$ cat src/rtl/riscv_pkg.sv
// Shared RV32 pipeline types: datapath widths, ALU op encodings, forward-select
// codes, the ID/EX register payload, and the forward-select helper.
package riscv_pkg;

  localparam int unsigned XLEN   = 32;
  localparam int unsigned REG_AW = 5;
  localparam int unsigned ALU_W  = 3;
  localparam int unsigned FWD_W  = 2;

  typedef logic [XLEN-1:0]   xlen_t;
  typedef logic [REG_AW-1:0] reg_idx_t;
  typedef logic [ALU_W-1:0]  alu_ctrl_t;

  typedef enum logic [ALU_W-1:0] {
    ALU_ADD = 3'b000,
    ALU_SLL = 3'b001,
    ALU_SUB = 3'b010,
    ALU_XOR = 3'b100,
    ALU_SRL = 3'b101,
    ALU_OR  = 3'b110,
    ALU_AND = 3'b111
  } alu_op_e;

  // Code 2'b11 is deliberately left unused.
  typedef enum logic [FWD_W-1:0] {
    FWD_RF  = 2'b00,
    FWD_WB  = 2'b01,
    FWD_MEM = 2'b10
  } fwd_sel_e;

  // ID/EX pipeline register contents; all-zero is a harmless bubble (add 0+0).
  typedef struct packed {
    logic      valid;
    logic      reg_write;
    logic      mem_write;
    logic      mem_read;
    logic      alu_src;
    alu_ctrl_t alu_ctrl;
    reg_idx_t  rs1;
    reg_idx_t  rs2;
    reg_idx_t  rd;
    xlen_t     rd1;
    xlen_t     rd2;
    xlen_t     imm;
    xlen_t     pc;
  } id_ex_t;

  // MEM beats WB; x0 is never a forward source.
  function automatic fwd_sel_e fwd_select(input reg_idx_t rs,
                                          input reg_idx_t rd_m, input logic we_m,
                                          input reg_idx_t rd_w, input logic we_w);
    fwd_sel_e sel;
    sel = FWD_RF;
    if (we_m && (rd_m != '0) && (rd_m == rs))      sel = FWD_MEM;
    else if (we_w && (rd_w != '0) && (rd_w == rs)) sel = FWD_WB;
    return sel;
  endfunction

endpackage

$ cat src/rtl/ex_operand_stage_if.sv
// Bundle of Decode inputs, MEM/WB forward sources, hazard controls and EX outputs.
// master: the surrounding pipeline (drives D/M/W fields, reads E fields)
// slave : ex_operand_stage
interface ex_operand_stage_if;
  import riscv_pkg::*;

  logic      StallE;
  logic      FlushE;
  reg_idx_t  Rs1D;
  reg_idx_t  Rs2D;
  reg_idx_t  RdD;
  xlen_t     RD1D;
  xlen_t     RD2D;
  xlen_t     ImmExtD;
  xlen_t     PCD;
  alu_ctrl_t ALUControlD;
  logic      ALUSrcD;
  logic      RegWriteD;
  logic      MemWriteD;
  logic      MemReadD;

  xlen_t     ALUResultM;
  reg_idx_t  RdM;
  logic      RegWriteM;
  xlen_t     ResultW;
  reg_idx_t  RdW;
  logic      RegWriteW;

  xlen_t     SrcAE;
  xlen_t     SrcBE;
  alu_ctrl_t ALUControlE;
  xlen_t     WriteDataE;
  reg_idx_t  RdE;
  xlen_t     PCE;
  logic      RegWriteE;
  logic      MemWriteE;
  logic      MemReadE;
  logic      ValidE;
  fwd_sel_e  ForwardAE;
  fwd_sel_e  ForwardBE;
  logic      LoadUseHazard;

  modport master (
    output StallE, FlushE, Rs1D, Rs2D, RdD, RD1D, RD2D, ImmExtD, PCD,
           ALUControlD, ALUSrcD, RegWriteD, MemWriteD, MemReadD,
           ALUResultM, RdM, RegWriteM, ResultW, RdW, RegWriteW,
    input  SrcAE, SrcBE, ALUControlE, WriteDataE, RdE, PCE, RegWriteE,
           MemWriteE, MemReadE, ValidE, ForwardAE, ForwardBE, LoadUseHazard
  );

  modport slave (
    input  StallE, FlushE, Rs1D, Rs2D, RdD, RD1D, RD2D, ImmExtD, PCD,
           ALUControlD, ALUSrcD, RegWriteD, MemWriteD, MemReadD,
           ALUResultM, RdM, RegWriteM, ResultW, RdW, RegWriteW,
    output SrcAE, SrcBE, ALUControlE, WriteDataE, RdE, PCE, RegWriteE,
           MemWriteE, MemReadE, ValidE, ForwardAE, ForwardBE, LoadUseHazard
  );
endinterface

$ cat src/rtl/fwd_unit.sv
// Combinational forward-select generation for both source operands.
// Ports: i_rs1/i_rs2 source indices; i_rd_m/i_reg_write_m MEM writer;
//        i_rd_w/i_reg_write_w WB writer; o_fwd_a_c/o_fwd_b_c selects.
module fwd_unit
  import riscv_pkg::*;
(
  input  reg_idx_t i_rs1,
  input  reg_idx_t i_rs2,
  input  reg_idx_t i_rd_m,
  input  logic     i_reg_write_m,
  input  reg_idx_t i_rd_w,
  input  logic     i_reg_write_w,
  output fwd_sel_e o_fwd_a_c,
  output fwd_sel_e o_fwd_b_c
);

  assign o_fwd_a_c = fwd_select(i_rs1, i_rd_m, i_reg_write_m, i_rd_w, i_reg_write_w);
  assign o_fwd_b_c = fwd_select(i_rs2, i_rd_m, i_reg_write_m, i_rd_w, i_reg_write_w);

endmodule

$ cat src/rtl/ex_operand_stage.sv
// ID/EX pipeline register with RAW forwarding, immediate mux and load-use detect.
// Ports: clk, reset (sync, active-high); bus (slave) carries Decode fields,
//        StallE/FlushE, MEM/WB forward sources and all EX-stage outputs.
// Forwarding and LoadUseHazard are combinational off the registered E fields.
module ex_operand_stage
  import riscv_pkg::*;
(
  input  logic               clk,
  input  logic               reset,
  ex_operand_stage_if.slave  bus
);

  id_ex_t   r_ex;
  id_ex_t   w_d;
  fwd_sel_e w_fwd_a;
  fwd_sel_e w_fwd_b;
  xlen_t    w_rs1_val;
  xlen_t    w_rs2_val;

  // Decode fields packed into the next register value.
  always_comb begin
    w_d           = '0;
    w_d.valid     = 1'b1;
    w_d.reg_write = bus.RegWriteD;
    w_d.mem_write = bus.MemWriteD;
    w_d.mem_read  = bus.MemReadD;
    w_d.alu_src   = bus.ALUSrcD;
    w_d.alu_ctrl  = bus.ALUControlD;
    w_d.rs1       = bus.Rs1D;
    w_d.rs2       = bus.Rs2D;
    w_d.rd        = bus.RdD;
    w_d.rd1       = bus.RD1D;
    w_d.rd2       = bus.RD2D;
    w_d.imm       = bus.ImmExtD;
    w_d.pc        = bus.PCD;
  end

  // ID/EX register: reset > flush > stall > load.
  always_ff @(posedge clk) begin
    if (reset)             r_ex <= '0;
    else if (bus.FlushE)   r_ex <= '0;
    else if (!bus.StallE)  r_ex <= w_d;
  end

  fwd_unit u_fwd (
    .i_rs1         (r_ex.rs1),
    .i_rs2         (r_ex.rs2),
    .i_rd_m        (bus.RdM),
    .i_reg_write_m (bus.RegWriteM),
    .i_rd_w        (bus.RdW),
    .i_reg_write_w (bus.RegWriteW),
    .o_fwd_a_c     (w_fwd_a),
    .o_fwd_b_c     (w_fwd_b)
  );

  // Forwarded operand values.
  always_comb begin
    w_rs1_val = r_ex.rd1;
    w_rs2_val = r_ex.rd2;
    case (w_fwd_a)
      FWD_MEM: w_rs1_val = bus.ALUResultM;
      FWD_WB:  w_rs1_val = bus.ResultW;
      default: w_rs1_val = r_ex.rd1;
    endcase
    case (w_fwd_b)
      FWD_MEM: w_rs2_val = bus.ALUResultM;
      FWD_WB:  w_rs2_val = bus.ResultW;
      default: w_rs2_val = r_ex.rd2;
    endcase
  end

  assign bus.SrcAE       = w_rs1_val;
  assign bus.SrcBE       = r_ex.alu_src ? r_ex.imm : w_rs2_val;
  assign bus.WriteDataE  = w_rs2_val;
  assign bus.ALUControlE = r_ex.alu_ctrl;
  assign bus.RdE         = r_ex.rd;
  assign bus.PCE         = r_ex.pc;
  assign bus.RegWriteE   = r_ex.reg_write;
  assign bus.MemWriteE   = r_ex.mem_write;
  assign bus.MemReadE    = r_ex.mem_read;
  assign bus.ValidE      = r_ex.valid;
  assign bus.ForwardAE   = w_fwd_a;
  assign bus.ForwardBE   = w_fwd_b;

  // Conservative: compares against rs2 even if the D instruction ignores it.
  assign bus.LoadUseHazard = r_ex.mem_read && r_ex.valid && (r_ex.rd != '0) &&
                             ((r_ex.rd == bus.Rs1D) || (r_ex.rd == bus.Rs2D));

endmodule

$ cat src/flat_wrapper.sv
// flat-port wrapper written by rule: the top's interface ports become plain ports
module ex_operand_stage_flat import riscv_pkg::*;
  (clk, reset, bus_StallE, bus_FlushE, bus_Rs1D, bus_Rs2D, bus_RdD, bus_RD1D, bus_RD2D, bus_ImmExtD, bus_PCD, bus_ALUControlD, bus_ALUSrcD, bus_RegWriteD, bus_MemWriteD, bus_MemReadD, bus_ALUResultM, bus_RdM, bus_RegWriteM, bus_ResultW, bus_RdW, bus_RegWriteW, bus_SrcAE, bus_SrcBE, bus_ALUControlE, bus_WriteDataE, bus_RdE, bus_PCE, bus_RegWriteE, bus_MemWriteE, bus_MemReadE, bus_ValidE, bus_ForwardAE, bus_ForwardBE, bus_LoadUseHazard);
  ex_operand_stage_if bus_i ();
  input  logic clk;
  input  logic reset;
  input wire logic [$bits(bus_i.StallE)-1:0] bus_StallE;
  input wire logic [$bits(bus_i.FlushE)-1:0] bus_FlushE;
  input wire logic [$bits(bus_i.Rs1D)-1:0] bus_Rs1D;
  input wire logic [$bits(bus_i.Rs2D)-1:0] bus_Rs2D;
  input wire logic [$bits(bus_i.RdD)-1:0] bus_RdD;
  input wire logic [$bits(bus_i.RD1D)-1:0] bus_RD1D;
  input wire logic [$bits(bus_i.RD2D)-1:0] bus_RD2D;
  input wire logic [$bits(bus_i.ImmExtD)-1:0] bus_ImmExtD;
  input wire logic [$bits(bus_i.PCD)-1:0] bus_PCD;
  input wire logic [$bits(bus_i.ALUControlD)-1:0] bus_ALUControlD;
  input wire logic [$bits(bus_i.ALUSrcD)-1:0] bus_ALUSrcD;
  input wire logic [$bits(bus_i.RegWriteD)-1:0] bus_RegWriteD;
  input wire logic [$bits(bus_i.MemWriteD)-1:0] bus_MemWriteD;
  input wire logic [$bits(bus_i.MemReadD)-1:0] bus_MemReadD;
  input wire logic [$bits(bus_i.ALUResultM)-1:0] bus_ALUResultM;
  input wire logic [$bits(bus_i.RdM)-1:0] bus_RdM;
  input wire logic [$bits(bus_i.RegWriteM)-1:0] bus_RegWriteM;
  input wire logic [$bits(bus_i.ResultW)-1:0] bus_ResultW;
  input wire logic [$bits(bus_i.RdW)-1:0] bus_RdW;
  input wire logic [$bits(bus_i.RegWriteW)-1:0] bus_RegWriteW;
  output wire logic [$bits(bus_i.SrcAE)-1:0] bus_SrcAE;
  output wire logic [$bits(bus_i.SrcBE)-1:0] bus_SrcBE;
  output wire logic [$bits(bus_i.ALUControlE)-1:0] bus_ALUControlE;
  output wire logic [$bits(bus_i.WriteDataE)-1:0] bus_WriteDataE;
  output wire logic [$bits(bus_i.RdE)-1:0] bus_RdE;
  output wire logic [$bits(bus_i.PCE)-1:0] bus_PCE;
  output wire logic [$bits(bus_i.RegWriteE)-1:0] bus_RegWriteE;
  output wire logic [$bits(bus_i.MemWriteE)-1:0] bus_MemWriteE;
  output wire logic [$bits(bus_i.MemReadE)-1:0] bus_MemReadE;
  output wire logic [$bits(bus_i.ValidE)-1:0] bus_ValidE;
  output wire logic [$bits(bus_i.ForwardAE)-1:0] bus_ForwardAE;
  output wire logic [$bits(bus_i.ForwardBE)-1:0] bus_ForwardBE;
  output wire logic [$bits(bus_i.LoadUseHazard)-1:0] bus_LoadUseHazard;
  assign bus_i.StallE = bus_StallE;
  assign bus_i.FlushE = bus_FlushE;
  assign bus_i.Rs1D = bus_Rs1D;
  assign bus_i.Rs2D = bus_Rs2D;
  assign bus_i.RdD = bus_RdD;
  assign bus_i.RD1D = bus_RD1D;
  assign bus_i.RD2D = bus_RD2D;
  assign bus_i.ImmExtD = bus_ImmExtD;
  assign bus_i.PCD = bus_PCD;
  assign bus_i.ALUControlD = bus_ALUControlD;
  assign bus_i.ALUSrcD = bus_ALUSrcD;
  assign bus_i.RegWriteD = bus_RegWriteD;
  assign bus_i.MemWriteD = bus_MemWriteD;
  assign bus_i.MemReadD = bus_MemReadD;
  assign bus_i.ALUResultM = bus_ALUResultM;
  assign bus_i.RdM = bus_RdM;
  assign bus_i.RegWriteM = bus_RegWriteM;
  assign bus_i.ResultW = bus_ResultW;
  assign bus_i.RdW = bus_RdW;
  assign bus_i.RegWriteW = bus_RegWriteW;
  assign bus_SrcAE = bus_i.SrcAE;
  assign bus_SrcBE = bus_i.SrcBE;
  assign bus_ALUControlE = bus_i.ALUControlE;
  assign bus_WriteDataE = bus_i.WriteDataE;
  assign bus_RdE = bus_i.RdE;
  assign bus_PCE = bus_i.PCE;
  assign bus_RegWriteE = bus_i.RegWriteE;
  assign bus_MemWriteE = bus_i.MemWriteE;
  assign bus_MemReadE = bus_i.MemReadE;
  assign bus_ValidE = bus_i.ValidE;
  assign bus_ForwardAE = bus_i.ForwardAE;
  assign bus_ForwardBE = bus_i.ForwardBE;
  assign bus_LoadUseHazard = bus_i.LoadUseHazard;
  ex_operand_stage u_core (.clk(clk), .reset(reset), .bus(bus_i));
endmodule
$ cat config.mk
export PLATFORM = sky130hd
export DESIGN_NAME = ex_operand_stage_flat
export DESIGN_NICKNAME = d
export VERILOG_FILES = /design/src/rtl/riscv_pkg.sv /design/src/rtl/ex_operand_stage_if.sv /design/src/rtl/fwd_unit.sv /design/src/rtl/ex_operand_stage.sv /design/src/flat_wrapper.sv
export SDC_FILE = /design/constraint.sdc
export NUM_CORES = 1
export LEC_CHECK = 0
export ABC_AREA = 1
export CORE_MARGIN = 10
export CORE_UTILIZATION = 45
export CTS_CLUSTER_SIZE = 20
export DETAILED_ROUTE_END_ITERATION = 7
export MAX_ROUTING_LAYER = met4
export PLACE_DENSITY = 0.9
export SYNTH_ARGS = -nofsm -noshare
export SYNTH_HDL_FRONTEND = slang
export SYNTH_SLANG_ARGS = --single-unit
export TNS_END_PERCENT = 100
$ cat constraint.sdc
create_clock -name clk -period 2.68 [get_ports clk]
set_clock_uncertainty 0.05 [all_clocks]
set_input_delay 0.402 -clock clk [delete_from_list [all_inputs] [get_ports clk]]
set_output_delay 0.402 -clock clk [all_outputs]
set_load 0.005 [all_outputs]
==> results summary, run 1 <==
The run finished, with violations left. The final reports fail on setup timing. Adding up every negative setup slack in the final design gives -0.4334 ns. Max-cap violations in this run came to 0. The number of hold violations in the final report came out at 0. The number of global-route vias before repair came out at roughly 9000. The routed layout has about 9600 vias. The worst hold path terminates at u_core.bus.PCE[22]. Summed over all layers, the global routing overflow is 0. The starting utilization of the core area is a little under half. Across all register-to-register paths, the minimum setup slack is 1.55 ns. The worst hold margin came out at roughly 0.41 ns. The worst hold path begins at u_core.bus.PCE[22]. The worst hold path stage count came out at 2. The final critical-path required period is about 2.8 ns. The H-tree generated during clock tree synthesis spans 4 levels. The post-synth design cell area came out at roughly 8000 µm².

around 380 I/O pins were placed. The remaining routing DRC violations is 0. The area of the core region came out at 17120 µm².

The largest single stage delay on the critical path is approximately 0.5 ns. The share of the core filled with cells in the final layout came out at 76.14%. On the critical path the largest part of the delay comes from buffers and inverters. The total CTS buffers is 17. The most common cell after layout, fill and taps aside is nand2_1.

The floorplan step defined a die boundary enclosing around 23000 µm². After detailed routing, the average wire length per cell comes to 21.02 µm. The startpoint identified for the worst register-to-register timing path is u_core.r_ex[134]. The net count reported at finish came out at roughly 1800.

The final critical-path share of the clock period came out at 104.4%. The number of nets handed over by synthesis was about 1400. The insertion delay to the later sink of the worst-skew pair is about 0.42 ns. The total chip power is between 0.005 and 0.006 W. The element type at the critical path end is a primary output. The number of antenna violations at the first check in global routing came out at 7. For this design the static power due to leakage is 5.714 nW. The global placement routability congestion came out at around 1.1. Yosys attributes the largest share of cell area to dfxtp_1 (39%), nand2_1 (26%), a21oi_1 (9.3%), nand3_1 (6.5%), buf_4 (4.7%). The critical-path cell with the highest stage delay is clkdlybuf4s50_1.

For this run, asynchronously set or reset flops after synthesis account for 0%. In the post-route analysis, the smallest setup slack over all paths is -0.1172 ns. The count of buffers added on input and output ports is about 370. The die outline height is 151.7 µm. The normalized max-slew margin came out at a little over half. The mean instance size in the synthesized netlist is ~6.6 µm².

The capture point of the worst reg-to-reg path is u_core.r_ex[134]. The critical path required time is 2.23 ns. The data arrival at the endpoint of the critical path is 2.35 ns.

The average via count per standard cell is between 5 and 6. The clock root buffer master is clkbuf_16. The kind of start point of the critical path is a primary input. The critical path's most frequent cell is nand3_1. The synthesized instance count is about 1200.

Global routing used ~30% of the available tracks. The number of storage elements in the synthesis netlist is ~150. The count of routing violations after the opening detailed-route iteration came out at just under 1000. The critical path is of the primary input to primary output type. The peak fanout along the critical path came out at 11. The wire length of the first global-routing pass came out at about 50 mm. Static timing analysis puts the maximum clock frequency at between 300 and 400 MHz. The share of the synthesized area in the top cell type is 38.75%. The number of buffers and inverters on the critical path is 6. Among all flip-flop cells after synthesis, the most frequent one is dfxtp_1. The number of slew-limit violations in the final report came to 0.

After detailed routing, the total wire length is around 37 mm. The critical path goes through dlygate4sd2_1 > nor2_1 > nand3_1 > nand2_2 > inv_2 > nand3b_1 > buf_4 > nand2_4 > inv_8 > buf_12 > nand2_1 > nand3_1 > clkdlybuf4s50_1. Measured in cells, the most critical reg-to-reg path has a length of 5.

The final standard cell area without fillers came out at between 10000 and 15000 µm². The path class of the tightest hold or removal check is register to register. Once detail routing completed, the nets flagged for antenna violations numbered 0. The first-pass iteration count of the detailed router is 8. The number of setup violations in the final report came out at 6. Setup repair after global routing could not meet its margin everywhere. The most area-hungry cell type in the Yosys netlist is dfxtp_1. The maximum number of pins on one net before global-route repair came out at 156.

In the layout the commonest cells are nand2_1 (519), clkdlybuf4s50_1 (265), a21oi_1 (145), dfxtp_1 (142), nand3_1 (58). The die width came out at 151.7 µm. The number of clock sinks came out at around 150. The largest voltage drop on the vdd net is around 0.45 mV. The relative area change from synthesis to final layout is 67.06%. Of the cells placed in the final design, the portion with a size suffix greater than 1 is a little under a fifth. The number of enable flip-flop cells after synthesis came out at 0. The actual slew at the worst max-slew pin is about 0.71 ns. For this run, the register share of the synthesized area comes to between 30% and 40%. The post-cts hold buffer count came out at 0. The clock-pin slew reported for the worst setup and hold paths after clock tree synthesis is ~0.060 ns. TritonCTS built the clock tree. The post-synthesis cell type count came out at 23. The largest buffer count on any clock path came out at 2. In this run the cell area measured after placement is between 10000 and 15000 µm². The number of warning messages in the yosys log is 0. The total power per unit cell area came out at 456.2 nW/µm². Summed over all nets, the half-perimeter wirelength after detailed placement is ~26 mm. The cell row count is 48.
## power breakdown
| group | switching, W | internal, W | leakage [nW] | total [W] |
|---|---|---|---|---|
| combinational | 0.000505 | 0.000582 | 4.20 | 0.00109 |
| sequential | 0.0000523 | 0.00232 | 1.24 | 0.00237 |
| clock | 0.00100 | 0.00149 | 0.279 | 0.00249 |
## routing by layer
layer / share of wire, % / GRT usage, %
met5: 0 / -
met3: 10 / 9.326
met4: 4.3 / 12.44
met2: 48 / 47.19
met1: 38 / 34.70
## Yosys cell counts (2+ instances only)
| cell type | count |
|---|---|
| buf_2 | 14 |
| a211oi_1 | 7 |
| nor2_1 | 22 |
| xnor2_1 | 14 |
| nand4_1 | 2 |
| inv_1 | 14 |
| nor2_2 | 2 |
| buf_6 | 5 |
| clkbuf_1 | 54 |
| xor2_1 | 11 |
| nand2_1 | 537 |
| buf_4 | 49 |
| dfxtp_1 | 151 |
| nand3_1 | 102 |
| a21oi_1 | 145 |
| inv_2 | 5 |
| nand3_2 | 33 |
| nor3_1 | 2 |
## per-stage QoR
stage               std cells  setup slack (ns)
floorplan                1174            0.8979
global placement         1696           -0.4017
detailed placement       1696           -0.4128
CTS                      1743           -0.2128
global route             1772           -0.2384
finish                   1773           -0.1172
## worst register-to-register path: stages (launching register included)
cell,delay [ns]
dfxtp_4,0.38
inv_4,0.05
buf_4,0.13
buf_4,0.12
buf_4,0.12
a211oi_1,0.20
## cells by family (layout without fill, tap and decap cells)
| group | Yosys count | in the layout | share of synthesized area [%] |
|---|---|---|---|
| compound gates | 152 | 152 | 9.976 |
| xor+xnor | 25 | 25 | 2.807 |
| buf+inv | 141 | 507 | 9.848 |
| flops | 151 | 151 | 38.75 |
| other cells | 0 | 8 | 0 |
| simple gates | 705 | 705 | 38.62 |
## state kept, by name, summed over array words and instances (netlist names)
register / flops
u_core.bus.ALUControlE: 3
u_core.bus.MemReadE: 1
u_core.bus.MemWriteE: 1
u_core.bus.PCE: 32
u_core.bus.RdE: 5
u_core.bus.RegWriteE: 1
u_core.bus.ValidE: 1
u_core.r_ex: 107
## layout make-up
| cell class | count | area [µm²] |
|---|---|---|
| antenna | 8 | 20.02 |
| inverter | 19 | 96.34 |
| multi-input combinational | 882 | 4533 |
| timing repair buffer | 457 | 4463 |
| clock buffer | 20 | 446.7 |
| tap | 225 | 281.5 |
| fill | 1232 | 4084 |
| sequential | 151 | 3044 |
| clock inverter | 11 | 147.6 |
## what timing repair did
| action | CTS | global route |
|---|---|---|
| setup endpoints to repair | 100 | 89 |
| gates cloned | 4 | 4 |
| buffers inserted | 12 | 22 |
| gates resized for setup | 158 | 227 |
| pin swaps | 12 | 40 |
## worst max-delay path by stage
| stage | end | cells past startpoint | from |
|---|---|---|---|
| floorplan | bus_SrcBE[10] | 10 | bus_RdM[0] |
| global placement | bus_SrcBE[5] | 13 | bus_RdW[1] |
| detailed placement | bus_SrcBE[12] | 14 | bus_RdM[1] |
| CTS | bus_WriteDataE[0] | 12 | u_core.r_ex[133] |
| global route | bus_SrcAE[13] | 13 | bus_RdW[4] |
| finish | bus_SrcAE[13] | 13 | bus_RdW[4] |
(Power assumes the default switching activity.)
==> inputs of run 2 (changes only) <==
ABC_CLOCK_PERIOD_IN_PS = 2680   (was unset)
==> results of run 2 <==
Final layout, timing and power as in run 1 (identical DEF).
